--- config.mk ---
export PLATFORM = sky130hd
export DESIGN_NAME = fifo_wr_arbiter
export DESIGN_NICKNAME = d
export VERILOG_FILES = /design/src/rtl/fifo_arb_pkg.sv /design/src/rtl/fifo_wr_arbiter_rr_pick.sv /design/src/rtl/fifo_wr_arbiter.sv
export SDC_FILE = /design/constraint.sdc
export NUM_CORES = 1
export LEC_CHECK = 0
export ABC_AREA = 1
export ABC_CLOCK_PERIOD_IN_PS = 4300
export CORE_AREA = 2 2 97 99
export CTS_BUF_LIST = sky130_fd_sc_hd__clkbuf_8
export CTS_CLUSTER_DIAMETER = 120
export DETAILED_ROUTE_END_ITERATION = 10
export DIE_AREA = 0 0 99 101
export PLACE_DENSITY = 0.88
export SLEW_MARGIN = 25
export SYNTH_ARGS = -nofsm -noshare
export SYNTH_HDL_FRONTEND = slang
export SYNTH_SLANG_ARGS = --single-unit
export TNS_END_PERCENT = 10
--- constraint.sdc ---
create_clock -name clk_i -period 4.3 [get_ports clk_i]
set_input_delay 0.43 -clock clk_i [delete_from_list [all_inputs] [get_ports clk_i]]
set_output_delay 0.43 -clock clk_i [all_outputs]
set_load 0.05 [all_outputs]
--- src/rtl/fifo_arb_pkg.sv ---
// fifo_arb_pkg: shared types and width helpers for the FIFO write arbiter.
//   arb_state_e     : arbiter FSM states
//   arb_idx_width   : bits needed to index NUM_REQ requesters
//   arb_bcnt_width  : bits needed for a per-grant beat counter (0..MAX_BURST-1)
package fifo_arb_pkg;

    typedef enum logic {
        ARB_IDLE,
        ARB_LOCK
    } arb_state_e;

    function automatic int unsigned arb_idx_width(input int unsigned num_req);
        return (num_req > 1) ? $clog2(num_req) : 1;
    endfunction

    function automatic int unsigned arb_bcnt_width(input int unsigned max_burst);
        return (max_burst > 1) ? $clog2(max_burst) : 1;
    endfunction

endpackage

--- src/rtl/fifo_wr_arbiter_rr_pick.sv ---
// rr_pick: combinational rotate-priority encoder.
//   i_valid  [NUM_REQ] : request vector
//   i_ptr    [IDX_W]   : last-served index; scanning starts at i_ptr+1
//   o_onehot [NUM_REQ] : winner, one-hot (0 when no request)
//   o_idx    [IDX_W]   : winner index (0 when no request)
//   o_any              : at least one request present
module rr_pick
    import fifo_arb_pkg::*;
#(
    parameter int NUM_REQ = 4,
    parameter int IDX_W   = 2
) (
    input  logic [NUM_REQ-1:0] i_valid,
    input  logic [IDX_W-1:0]   i_ptr,
    output logic [NUM_REQ-1:0] o_onehot,
    output logic [IDX_W-1:0]   o_idx,
    output logic               o_any
);

    logic [IDX_W-1:0] w_cand;

    assign o_any = |i_valid;

    // Scan from farthest to nearest so the nearest valid slot after i_ptr
    // is the last write and therefore wins.
    always_comb begin
        o_onehot = '0;
        o_idx    = '0;
        w_cand   = '0;
        for (int unsigned k = NUM_REQ; k >= 1; k--) begin
            w_cand = IDX_W'((32'(i_ptr) + k) % 32'(NUM_REQ));
            if (i_valid[w_cand]) begin
                o_onehot         = '0;
                o_onehot[w_cand] = 1'b1;
                o_idx            = w_cand;
            end
        end
    end

endmodule

--- src/rtl/fifo_wr_arbiter.sv ---
// fifo_wr_arbiter: round-robin arbiter sharing one FIFO write port among
// NUM_REQ valid/ready requesters. A grant stays locked on one requester until
// its last beat, a valid gap, or MAX_BURST beats, then rotates.
//   clk_i, rst_i          : write clock, synchronous active-high reset
//   req_valid_i/last_i    : per-requester beat valid / last-beat flag
//   req_data_i            : packed beats, requester k at [k*DATA_WIDTH +: DATA_WIDTH]
//   req_ready_o           : beat accepted this cycle (one-hot or 0)
//   grant_o               : registered one-hot grant, 0 when idle
//   fifo_wen_o/wdata_o    : FIFO write port (wdata is 0 when not writing)
//   fifo_full_i/werr_i    : FIFO full flag and write-error pulse
//   werr_cnt_o            : saturating count of write-error pulses
//   busy_o                : a grant is locked
// Optional (FIFO_ARB_STATS_EN): stats_clr_i and beat_cnt_o, per-requester
// saturating transfer counters; clear wins over a same-cycle increment.
module fifo_wr_arbiter
    import fifo_arb_pkg::*;
#(
    parameter int NUM_REQ    = 4,
    parameter int DATA_WIDTH = 42,
    parameter int MAX_BURST  = 4,
    parameter int CNT_WIDTH  = 16
) (
    input  logic                          clk_i,
    input  logic                          rst_i,
    input  logic [NUM_REQ-1:0]            req_valid_i,
    input  logic [NUM_REQ-1:0]            req_last_i,
    input  logic [NUM_REQ*DATA_WIDTH-1:0] req_data_i,
    output logic [NUM_REQ-1:0]            req_ready_o,
    output logic [NUM_REQ-1:0]            grant_o,
    output logic                          fifo_wen_o,
    output logic [DATA_WIDTH-1:0]         fifo_wdata_o,
    input  logic                          fifo_full_i,
    input  logic                          fifo_werr_i,
    output logic [CNT_WIDTH-1:0]          werr_cnt_o,
    output logic                          busy_o
`ifdef FIFO_ARB_STATS_EN
    ,
    input  logic                          stats_clr_i,
    output logic [NUM_REQ*CNT_WIDTH-1:0]  beat_cnt_o
`endif
);

    localparam int unsigned IDX_W = arb_idx_width(NUM_REQ);
    localparam int unsigned BC_W  = arb_bcnt_width(MAX_BURST);

    arb_state_e            r_state;
    logic [NUM_REQ-1:0]    r_grant;
    logic [IDX_W-1:0]      r_gidx;
    logic [IDX_W-1:0]      r_ptr;
    logic [BC_W-1:0]       r_beat_cnt;
    logic [CNT_WIDTH-1:0]  r_werr_cnt;

    logic [DATA_WIDTH-1:0] w_data [NUM_REQ];
    logic [NUM_REQ-1:0]    w_pick_oh;
    logic [IDX_W-1:0]      w_pick_idx;
    logic                  w_pick_any;
    logic                  w_valid_g;
    logic                  w_last_g;
    logic                  w_xfer;
    logic                  w_burst_end;

    always_comb begin
        for (int unsigned k = 0; k < NUM_REQ; k++) begin
            w_data[k] = req_data_i[k*DATA_WIDTH +: DATA_WIDTH];
        end
    end

    rr_pick #(
        .NUM_REQ (NUM_REQ),
        .IDX_W   (IDX_W)
    ) u_pick (
        .i_valid  (req_valid_i),
        .i_ptr    (r_ptr),
        .o_onehot (w_pick_oh),
        .o_idx    (w_pick_idx),
        .o_any    (w_pick_any)
    );

    assign w_valid_g   = req_valid_i[r_gidx];
    assign w_last_g    = req_last_i[r_gidx];
    assign w_xfer      = (r_state == ARB_LOCK) && w_valid_g && !fifo_full_i;
    assign w_burst_end = w_last_g || (r_beat_cnt == BC_W'(MAX_BURST - 1));

    assign req_ready_o  = w_xfer ? r_grant : '0;
    assign fifo_wen_o   = w_xfer;
    assign fifo_wdata_o = w_xfer ? w_data[r_gidx] : '0;
    assign grant_o      = r_grant;
    assign busy_o       = (r_state == ARB_LOCK);
    assign werr_cnt_o   = r_werr_cnt;

    always_ff @(posedge clk_i) begin
        if (rst_i) begin
            r_state    <= ARB_IDLE;
            r_grant    <= '0;
            r_gidx     <= '0;
            r_ptr      <= IDX_W'(NUM_REQ - 1);
            r_beat_cnt <= '0;
        end else begin
            case (r_state)
                ARB_IDLE: begin
                    if (w_pick_any) begin
                        r_grant    <= w_pick_oh;
                        r_gidx     <= w_pick_idx;
                        r_beat_cnt <= '0;
                        r_state    <= ARB_LOCK;
                    end
                end
                ARB_LOCK: begin
                    // A gap releases without a transfer; a full FIFO just holds.
                    if (!w_valid_g || (w_xfer && w_burst_end)) begin
                        r_grant <= '0;
                        r_ptr   <= r_gidx;
                        r_state <= ARB_IDLE;
                    end else if (w_xfer) begin
                        r_beat_cnt <= r_beat_cnt + 1'b1;
                    end
                end
                default: begin
                    r_state <= ARB_IDLE;
                    r_grant <= '0;
                end
            endcase
        end
    end

    always_ff @(posedge clk_i) begin
        if (rst_i) begin
            r_werr_cnt <= '0;
        end else if (fifo_werr_i && (r_werr_cnt != '1)) begin
            r_werr_cnt <= r_werr_cnt + 1'b1;
        end
    end

`ifdef FIFO_ARB_STATS_EN
    logic [CNT_WIDTH-1:0] r_stat [NUM_REQ];

    always_ff @(posedge clk_i) begin
        for (int unsigned k = 0; k < NUM_REQ; k++) begin
            if (rst_i || stats_clr_i) begin
                r_stat[k] <= '0;
            end else if (req_ready_o[k] && (r_stat[k] != '1)) begin
                r_stat[k] <= r_stat[k] + 1'b1;
            end
        end
    end

    always_comb begin
        beat_cnt_o = '0;
        for (int unsigned k = 0; k < NUM_REQ; k++) begin
            beat_cnt_o[k*CNT_WIDTH +: CNT_WIDTH] = r_stat[k];
        end
    end
`endif

endmodule

==> metrics, run 1 <==
outcome finished clean; number of antenna violations at the first check in global routing 0; clock tree skew after final layout 0.007577 ns; share of the synthesized area in the top cell type 21.80%; IO Pins 248; first-pass GRT wire length 21110 µm; Mapped Nets 819; insertion delay to the later sink of the worst-skew pair 0.28 ns; Net count, final 1037; Arrival @ worst endpoint 3.09 ns; Syn Inst Count 629; number of flops mapped to enable cells by yosys 0; worst slack on hold paths 0.5039 ns; H-tree depth 1; maxcap violations 0; full die area 9999 µm²; Yosys top cell by area sky130_fd_sc_hd__nor2_1; buffers inserted during post-CTS setup optimization 0; CORE AREA 8977 µm²; number of DRC violations after detailed-routing iteration 0 165; clock edge transition at the registers on the reported setup and hold paths 0.09 ns; fraction of final layout cells with drive strength greater than 1 4.255%; Tightest Pin Transition 0.9343 ns; register bit count reported by yosys 27; element type at the critical path start register; Routability Congestion 0.9274; Post-Route Setup TNS 0 ns; crit-path max cell delay 0.75 ns; vias in the first global route 4223; number of buffers inserted by port buffering 247; number of distinct library cell variants in the gate-level netlist after synthesis 32; Most used DFF post-synth sky130_fd_sc_hd__dfxtp_1; global route total overflow 0; min cycle time layout 3.516 ns; sequential area share after synthesis 16.02%; total wire length after detailed routing 13880 µm; effective utilization at floorplan 37.59%; Max Fclk 284.4 MHz; setup repair after global routing missed its margin false; met3 GRT Util 3.537%; number of design rule violations left after detail routing 0; Critical Path End Type output port; TritonCTS clock tree done; Mapped Area 3374 µm²; Mapped Avg Cell Area 5.365 µm²; cells along the critical path inv_8 > nand2_1 > nand3_2 > nand2_2 > nor2_4 > inv_2 > a21oi_1 > clkdlybuf4s50_1; clock sink total 27; async set or reset register ratio after synthesis 0%; maximum root-to-sink buffer count 2; largest net degree at the start of global routing 91; fin. max-slew vios 0; worst vdd ir 0.2427 mV; cell chosen for the clock root sky130_fd_sc_hd__clkbuf_8; endpoints failing hold 0; via count 4775; leakage dissipation 2.314 nW; count of antenna-violating nets left after detailed routing 0; number of buffers inserted during clock tree synthesis 3; max_slew headroom 37.62%; Resized Gates After CTS 0; leading cell type in the layout, fill and taps excluded sky130_fd_sc_hd__clkdlybuf4s50_1; floorplan die height 101 µm; largest fanout on the critical path 90; number of warning messages in the yosys log 0; critical path start-end classification register to output port; die width 99 µm; total of hold buffers inserted after clock tree synthesis 0; first-pass iteration count of the detailed router 5; # rows 35; endpoint required time on the critical path 3.87 ns; post-route core utilization 65.16%; Total Routing Usage GR 25.88%; M1 GR Usage 32.80%; Synth area leaders sky130_fd_sc_hd__nor2_1 (22%), sky130_fd_sc_hd__dfxtp_1 (16%), sky130_fd_sc_hd__o21ai_0 (14%); met2 Usage GRT 43.97%; Final Setup Violations 0; Hold/Removal Path Class register to register; layout overhead on the synthesized area 73.34%; commonest non-fill, non-tap cells in the layout sky130_fd_sc_hd__clkdlybuf4s50_1 (247), sky130_fd_sc_hd__nor2_1 (196), sky130_fd_sc_hd__o21ai_0 (97), sky130_fd_sc_hd__nand2_1 (83), sky130_fd_sc_hd__a21oi_1 (55); share of the clock period used by the worst path after layout 81.76%; post-DR wirelength/cell 14.50 µm; vias per cell 4.990; number of antenna cells inserted 0; global routing's busiest layer met2; Cell Pwr Density 285.0 nW/µm²; critical path's slowest cell sky130_fd_sc_hd__clkdlybuf4s50_1; Detailed Place HPWL 10700 µm
## path summary, 6_finish.rpt
check | slack (ns) | to | start | cells after the start
max reg2reg | 2.09 | grant_o[0]$_SDFFE_PP0P_ | r_ptr[0]$_SDFFE_PP1P_ | 10
min | 0.50 | r_beat_cnt[1]$_SDFFE_PP0P_ | r_beat_cnt[1]$_SDFFE_PP0P_ | 2
min reg2reg | 0.50 | r_beat_cnt[1]$_SDFFE_PP0P_ | r_beat_cnt[1]$_SDFFE_PP0P_ | 2
max | 0.78 | fifo_wdata_o[33] | r_gidx[0]$_SDFFE_PP0P_ | 8
## logic make-up (layout without fill, tap and decap cells)
kind of cell             after synthesis  count (layout)  synth area share, %
AO/OA/AOI/OAI                        163             163                25.29
XOR/XNOR                               5               5                1.298
adder cells (fa/ha/maj)               10              10                3.708
buffers and inverters                 86             303                11.90
flip-flops                            27              27                16.02
AND/OR/NAND/NOR                      338             338                41.79
## layer usage
metal / vias to the layer above / wire length, µm
met5: - / 0
met4: 0 / 533
met3: 36 / 973
met2: 183 / 6594
met1: 2086 / 5776
li1: 2470 / -
## power breakdown
| part | switching (mW) | internal (mW) | total, mW | leakage [nW] |
|---|---|---|---|---|
| Sequential | 0.0670 | 0.275 | 0.342 | 0.221 |
| Clock | 0.0843 | 0.0659 | 0.150 | 0.0217 |
| Combinational | 0.723 | 0.451 | 1.17 | 2.07 |
## cell usage after synthesis, drive strengths merged (4+ instances only)
cell and n:
ha 10, clkbuf 15, nand3 39, inv 49
o21ai 97, xnor2 4, buf 22, nor2 198
dfxtp 27, nand2 90, nor3 5, a21oi 62
## state kept, by name (all words and copies together) (netlist names)
register	cells
r_beat_cnt	2
werr_cnt_o	16
r_gidx	2
grant_o	4
r_ptr	2
busy_o	1
## final cells by class
class | instances | area (µm²)
clock buffers | 3 | 41.29
clock inverters | 1 | 7.507
fillers | 834 | 3128
inverters | 49 | 191.4
multi-input cells | 516 | 2432
flip-flops and latches | 27 | 543.0
well taps | 111 | 138.9
repair buffers | 250 | 2495
## metrics by stage
step / total power [mW] / cell area (µm²) / cells / setup WS, ns
3_5_place_dp: 1.516 / 5801 / 953 / 1.081
2_1_floorplan: 1.135 / 3374 / 629 / 1.433
6_report: 1.667 / 5849 / 957 / 0.7841
5_1_grt: 1.809 / 5849 / 957 / 0.5939
3_3_place_gp: 1.511 / 5801 / 953 / 1.158
4_1_cts: 1.671 / 5849 / 957 / 0.7814
## worst max-delay path: cells and delay by family, from the launching register on
kind                   cells  cell delay [ns]
and+or+nand+nor            4             0.37
buffers and inverters      3             1.67
AOI/OAI and AO/OA          1             0.12
DFF                        1             0.63
(Power assumes the default switching activity.)
==> inputs of run 2 (changes only) <==
--- a/config.mk
+++ b/config.mk
@@ -6,13 +6,12 @@
 export NUM_CORES = 1
 export LEC_CHECK = 0
 export ABC_AREA = 1
-export ABC_CLOCK_PERIOD_IN_PS = 4300
-export CORE_AREA = 2 2 97 99
+export ABC_CLOCK_PERIOD_IN_PS = 3090
+export CORE_UTILIZATION = 32
 export CTS_BUF_LIST = sky130_fd_sc_hd__clkbuf_8
 export CTS_CLUSTER_DIAMETER = 120
 export DETAILED_ROUTE_END_ITERATION = 10
-export DIE_AREA = 0 0 99 101
-export PLACE_DENSITY = 0.88
+export PLACE_DENSITY = 0.79
 export SLEW_MARGIN = 25
 export SYNTH_ARGS = -nofsm -noshare
 export SYNTH_HDL_FRONTEND = slang
==> constraint.sdc (replaced) <==
create_clock -name clk_i -period 3.09 [get_ports clk_i]
set_input_delay 0.309 -clock clk_i [delete_from_list [all_inputs] [get_ports clk_i]]
set_output_delay 0.309 -clock clk_i [all_outputs]
set_load 0.05 [all_outputs]
==> run 2 against run 1 <==
  * Power increased by 49%
  * Sequential share of layout area decreased by 0.74 points
  * Flip-flop and latch count unchanged
  * Critical path type unchanged
  * Critical endpoint is now fifo_wdata_o[41]
  * Largest cell class unchanged
==> metrics, run 2 (synthesis results as in run 1) <==
number of buffers inserted during clock tree synthesis 3 (unchanged); min cycle time layout 2.788 ns; maxcap violations 0 (unchanged); Net count, final 1041 (+0.39%); PnR Total Power 2.482 mW (+49%); vias per cell 4.956 (-0.66%); total of hold buffers inserted after clock tree synthesis 0 (unchanged); Final Setup Violations 0 (unchanged); setup slack, reg-to-reg 1.01 ns (-1.08 ns); leading cell type in the layout, fill and taps excluded sky130_fd_sc_hd__clkdlybuf4s50_1; TritonCTS clock tree done; commonest non-fill, non-tap cells in the layout sky130_fd_sc_hd__clkdlybuf4s50_1 (200), sky130_fd_sc_hd__nor2_1 (196), sky130_fd_sc_hd__o21ai_0 (97), sky130_fd_sc_hd__nand2_1 (83), sky130_fd_sc_hd__a21oi_1 (55); startpoint of the most critical setup path r_gidx[1]$_SDFFE_PP0P_; Cell Pwr Density 388.8 nW/µm² (+36%); insertion delay to the later sink of the worst-skew pair 0.28 ns (about the same); buffers inserted during post-CTS setup optimization 0 (unchanged); CORE AREA 10280 µm² (+14%); max_slew headroom 35.09% (-2.5 points); number of design rule violations left after detail routing 0 (unchanged); clock tree skew after final layout 0.008132 ns (+0.0005546 ns); logic depth of the worst register-to-register path 10 (unchanged); outcome finished clean; IO Pins 248 (unchanged); sequential cell area 545.5 µm² (+0.46%); Routability Congestion 0.9592 (+3.4%); global route total overflow 0 (unchanged); endpoints failing hold 0 (unchanged); largest fanout on the critical path 46 (-49%); vias in the first global route 4324 (+2.4%); Detailed Place HPWL 11370 µm (+6.2%); clock sink total 27 (unchanged); endpoint of the most critical register-to-register path grant_o[1]$_SDFFE_PP0P_; Arrival @ worst endpoint 2.48 ns (-0.61 ns); cell chosen for the clock root sky130_fd_sc_hd__clkbuf_8; Total Routing Usage GR 25.47% (-0.41 points); effective utilization at floorplan 32.83% (-4.8 points); fin. max-slew vios 0 (unchanged); floorplan die height 104.7 µm (+3.7%); number of DRC violations after detailed-routing iteration 0 302 (+83%); worst vdd ir 0.2878 mV (+19%); layout overhead on the synthesized area 89.17%; total wire length after detailed routing 14600 µm (+5.2%); first-pass iteration count of the detailed router 6 (+1); element type at the critical path start register; post-DR wirelength/cell 14.81 µm (+2.1%); largest net degree at the start of global routing 89 (-2.2%); die width 104.7 µm (+5.7%); leakage dissipation 2.559 nW (+11%); count of antenna-violating nets left after detailed routing 0 (unchanged); full die area 10960 µm² (+9.6%); Largest register FFs 16 (unchanged); number of buffers inserted by port buffering 247 (unchanged); number of antenna violations at the first check in global routing 0 (unchanged); clock edge transition at the registers on the reported setup and hold paths 0.10 ns (about the same); Worst setup endpoint fifo_wdata_o[41]; Resized Gates After CTS 0 (unchanged); fraction of final layout cells with drive strength greater than 1 10.24% (+6.0 points); Tightest Pin Transition 0.9722 ns (+0.03793 ns); Max Fclk 358.7 MHz; Hold/Removal Path Class register to register; maximum root-to-sink buffer count 2 (unchanged); Post-Route Setup TNS 0 ns (unchanged); first-pass GRT wire length 22620 µm (+7.2%); number of antenna cells inserted 0 (unchanged); placed cell count 982 (+3.0%); # rows 37 (+5.7%); non-filler instance count after layout 986 (+3.0%); Critical Path End Type output port; share of the clock period used by the worst path after layout 90.23%; setup repair after global routing missed its margin false; critical path start-end classification register to output port; via count 4887 (+2.3%); H-tree depth 1 (unchanged); critical register-to-register path startpoint r_ptr[1]$_SDFFE_PP1P_; footprint of the multi-input gates 2432 µm² (unchanged); endpoint required time on the critical path 2.78 ns (-1.09 ns); fill cell total of the finished layout 981 (+18%)
[run 2: metal layers]
metal	GRT usage, %	wire, µm	vias up
li1	-	-	2478
met1	32.69	6278	2183
met2	44.18	6995	197
met3	3.556	921	29
met4	7.243	404	0
met5	0	0	-
[run 2: worst min-delay path by stage]
stage,start,to,slack (ns),depth (start not counted)
4_1_cts,r_beat_cnt[1]$_SDFFE_PP0P_,r_beat_cnt[1]$_SDFFE_PP0P_,0.50,2
5_1_grt,grant_o[1]$_SDFFE_PP0P_,grant_o[1]$_SDFFE_PP0P_,0.52,2
3_3_place_gp,r_beat_cnt[1]$_SDFFE_PP0P_,r_beat_cnt[1]$_SDFFE_PP0P_,0.48,2
6_report,r_beat_cnt[1]$_SDFFE_PP0P_,r_beat_cnt[1]$_SDFFE_PP0P_,0.50,2
3_5_place_dp,grant_o[1]$_SDFFE_PP0P_,grant_o[1]$_SDFFE_PP0P_,0.49,2
2_1_floorplan,r_beat_cnt[1]$_SDFFE_PP0P_,r_beat_cnt[1]$_SDFFE_PP0P_,0.47,2
[run 2: cell type report]
type | count | share of cell area (%)
timing repair buffer | 254 | 46.92
multi-input combinational | 516 | 38.10
sequential | 27 | 8.546
inverter | 49 | 2.999
tap | 136 | 2.666
clock buffer | 3 | 0.6468
clock inverter | 1 | 0.1176
[run 2: critical path, stage by stage, from the launching register on]
cell and delay [ns]:
sky130_fd_sc_hd__dfxtp_2 0.45, sky130_fd_sc_hd__inv_2 0.30, sky130_fd_sc_hd__nand3_2 0.12, sky130_fd_sc_hd__nand2_2 0.12, sky130_fd_sc_hd__nor2_4 0.05, sky130_fd_sc_hd__inv_2 0.70
sky130_fd_sc_hd__a21oi_1 0.22, sky130_fd_sc_hd__buf_12 0.23
[run 2: stage by stage]
step	utilization [%]	worst slack (ns)	hold slack [ns]	area (µm²)
2_1_floorplan	-	0.3443	0.4651	3374
3_3_place_gp	61.64	0.6151	0.4807	6335
3_5_place_dp	61.64	0.5007	0.4882	6335
4_1_cts	62.11	0.2808	0.5024	6384
5_1_grt	62.11	0.1505	0.5190	6384
6_report	62.11	0.3019	0.5006	6384
[run 2: power breakdown]
group | switching, mW | internal [mW]
clock network | 0.115 | 0.0916
registers | 0.0585 | 0.384
logic | 1.08 | 0.753
total | 1.25 | 1.23
==> inputs of run 3 (changes only) <==
--- a/config.mk
+++ b/config.mk
@@ -6,7 +6,7 @@
 export NUM_CORES = 1
 export LEC_CHECK = 0
 export ABC_AREA = 1
-export ABC_CLOCK_PERIOD_IN_PS = 3090
+export CORE_MARGIN = 2
 export CORE_UTILIZATION = 32
 export CTS_BUF_LIST = sky130_fd_sc_hd__clkbuf_8
 export CTS_CLUSTER_DIAMETER = 120
@@ -16,4 +16,4 @@
 export SYNTH_ARGS = -nofsm -noshare
 export SYNTH_HDL_FRONTEND = slang
 export SYNTH_SLANG_ARGS = --single-unit
-export TNS_END_PERCENT = 10
+export TNS_END_PERCENT = 1
==> run 3 against run 2 <==
  * Sequential share of layout area hardly changed
  * Critical path depth is 1 higher
  * Cell area is 0.16% lower
  * Sequential power is 2% higher
  * Clock power is 3% lower
==> metrics, run 3 (synthesis results as in run 1) <==
IO Pins 248 (unchanged); max_slew headroom 37.96% (+2.9 points); insertion delay to the later sink of the worst-skew pair 0.27 ns (about the same); maxcap violations 0 (unchanged); leakage dissipation 2.558 nW (about the same); post-route core utilization 62.02% (-0.097 points); end of the worst hold path r_beat_cnt[1]$_SDFFE_PP0P_; Critical Path End Type output port; number of design rule violations left after detail routing 0 (unchanged); worst hold path cell count 2 (unchanged); clock edge transition at the registers on the reported setup and hold paths 0.09 ns (about the same); Routability Congestion 0.8950 (-6.7%); fin. max-slew vios 0 (unchanged); min cycle time layout 2.745 ns (-0.04306 ns); Detailed Place HPWL 11640 µm (+2.4%); Arrival @ worst endpoint 2.44 ns (-0.04 ns); worst vdd ir 0.3090 mV (+7.4%); clock sink total 27 (unchanged); Tightest Pin Transition 0.9292 ns (-0.04299 ns); Hold/Removal Path Class register to register; number of antenna violations at the first check in global routing 0 (unchanged); non-filler instance count after layout 985 (-0.10%); vias in the first global route 4307 (-0.39%); total wire length after detailed routing 14920 µm (+2.2%); largest net degree at the start of global routing 71 (-20%); Largest register FFs 16 (unchanged); critical path start-end classification register to output port; Placement Cell Area 6327 µm² (-0.12%); leading cell type in the layout, fill and taps excluded sky130_fd_sc_hd__clkdlybuf4s50_1; endpoint of the most critical register-to-register path grant_o[3]$_SDFFE_PP0P_; buffers inserted during post-CTS setup optimization 0 (unchanged); Cell Pwr Density 388.6 nW/µm² (about the same); setup slack, reg-to-reg 1.04 ns (+0.03 ns); commonest non-fill, non-tap cells in the layout sky130_fd_sc_hd__clkdlybuf4s50_1 (200), sky130_fd_sc_hd__nor2_1 (196), sky130_fd_sc_hd__o21ai_0 (97), sky130_fd_sc_hd__nand2_1 (83), sky130_fd_sc_hd__a21oi_1 (55); element type at the critical path start register; Total Routing Usage GR 25.05% (-0.42 points); number of buffers inserted during clock tree synthesis 3 (unchanged); largest fanout on the critical path 46 (unchanged); effective utilization at floorplan 32.83% (unchanged); number of buffers inserted by port buffering 247 (unchanged); total of hold buffers inserted after clock tree synthesis 0 (unchanged); full die area 11380 µm² (+3.9%); # rows 37 (unchanged); clock tree skew after final layout 0.001945 ns (-0.006187 ns); post-DR wirelength/cell 15.15 µm (+2.3%); number of antenna cells inserted 0 (unchanged); worst slack on hold paths 0.4948 ns (-0.005784 ns); PnR Total Power 2.476 mW (-0.21%); number of DRC violations after detailed-routing iteration 0 302 (unchanged); H-tree depth 1 (unchanged); layout overhead on the synthesized area 88.88%; floorplan die height 106.7 µm (+1.9%); die width 106.7 µm (+1.9%); post-route design area 6374 µm² (-0.16%); vias per cell 4.894 (-1.3%); outcome finished clean; critical register-to-register path startpoint r_ptr[1]$_SDFFE_PP1P_; first-pass iteration count of the detailed router 7 (+1); Net count, final 1040 (-0.096%); CORE AREA 10280 µm² (unchanged); maximum root-to-sink buffer count 2 (unchanged); beginning of the worst hold path r_beat_cnt[1]$_SDFFE_PP0P_; Post-Route Setup TNS 0 ns (unchanged); minimum setup slack in the final design 0.3450 ns (+0.04306 ns); placed cell count 981 (-0.10%); via count 4821 (-1.4%); endpoints failing hold 0 (unchanged); global route total overflow 0 (unchanged); Final Setup Violations 0 (unchanged); worst slack at placement 0.5107 ns (+0.009924 ns); share of the clock period used by the worst path after layout 88.84% (-1.4 points); count of antenna-violating nets left after detailed routing 0 (unchanged); first-pass GRT wire length 22940 µm (+1.4%); cell chosen for the clock root sky130_fd_sc_hd__clkbuf_8; fraction of final layout cells with drive strength greater than 1 10.13% (-0.11 points); setup repair after global routing missed its margin false; TritonCTS clock tree done; Resized Gates After CTS 0 (unchanged); logic depth of the worst register-to-register path 10 (unchanged); endpoint required time on the critical path 2.78 ns (about the same); Max Fclk 364.3 MHz (+1.6%)
-- run 3: changes by cell type in the layout (fill, tap and decap cells not counted), sizes merged --
cell | previous run | this run
buf | 54 | 53
clkinvlp | 1 | 0
clkinv | 0 | 1
-- run 3: area by class of cell --
| type | instances | area [µm²] |
|---|---|---|
| fillers | 935 | 3904 |
| repair buffers | 253 | 2988 |
| multi-input cells | 516 | 2432 |
| flip-flops and latches | 27 | 545.5 |
| inverters | 49 | 191.4 |
| well taps | 136 | 170.2 |
| clock buffers | 3 | 41.29 |
| clock inverters | 1 | 5.005 |
-- run 3: critical path, cell delays in order, from the launching register on --
cell	delay, ns
sky130_fd_sc_hd__dfxtp_4	0.61
sky130_fd_sc_hd__inv_8	0.11
sky130_fd_sc_hd__nand2_1	0.10
sky130_fd_sc_hd__nand3_2	0.06
sky130_fd_sc_hd__nand2_2	0.12
sky130_fd_sc_hd__nor2_4	0.05
sky130_fd_sc_hd__inv_2	0.66
sky130_fd_sc_hd__a21oi_1	0.19
sky130_fd_sc_hd__buf_12	0.22
-- run 3: worst max path at each step --
stage                           start               end  depth (start not counted)
6_report       r_gidx[0]$_SDFFE_PP0P_  fifo_wdata_o[11]                          8
5_1_grt        r_gidx[0]$_SDFFE_PP0P_   fifo_wdata_o[8]                          8
4_1_cts        r_gidx[0]$_SDFFE_PP0P_   fifo_wdata_o[0]                          8
3_5_place_dp           req_valid_i[1]   fifo_wdata_o[0]                          8
3_3_place_gp           req_valid_i[1]  fifo_wdata_o[30]                          8
2_1_floorplan       busy_o$_SDFF_PP0_  fifo_wdata_o[10]                          7
-- run 3: layer usage --
metal  vias up  GRT usage (%)  part of all wire (%)
li1       2468              -                     -
met1      2152          32.88                    43
met2       175          42.45                    48
met3        26          4.073                   6.7
met4         0          6.865                   2.7
met5         -              0                     0
-- run 3: power by group --
part / internal, mW / switching, mW / total (mW)
clock network: 0.0905 / 0.111 / 0.201
registers: 0.384 / 0.0675 / 0.452
logic: 0.750 / 1.07 / 1.82
total: 1.22 / 1.25 / 2.48
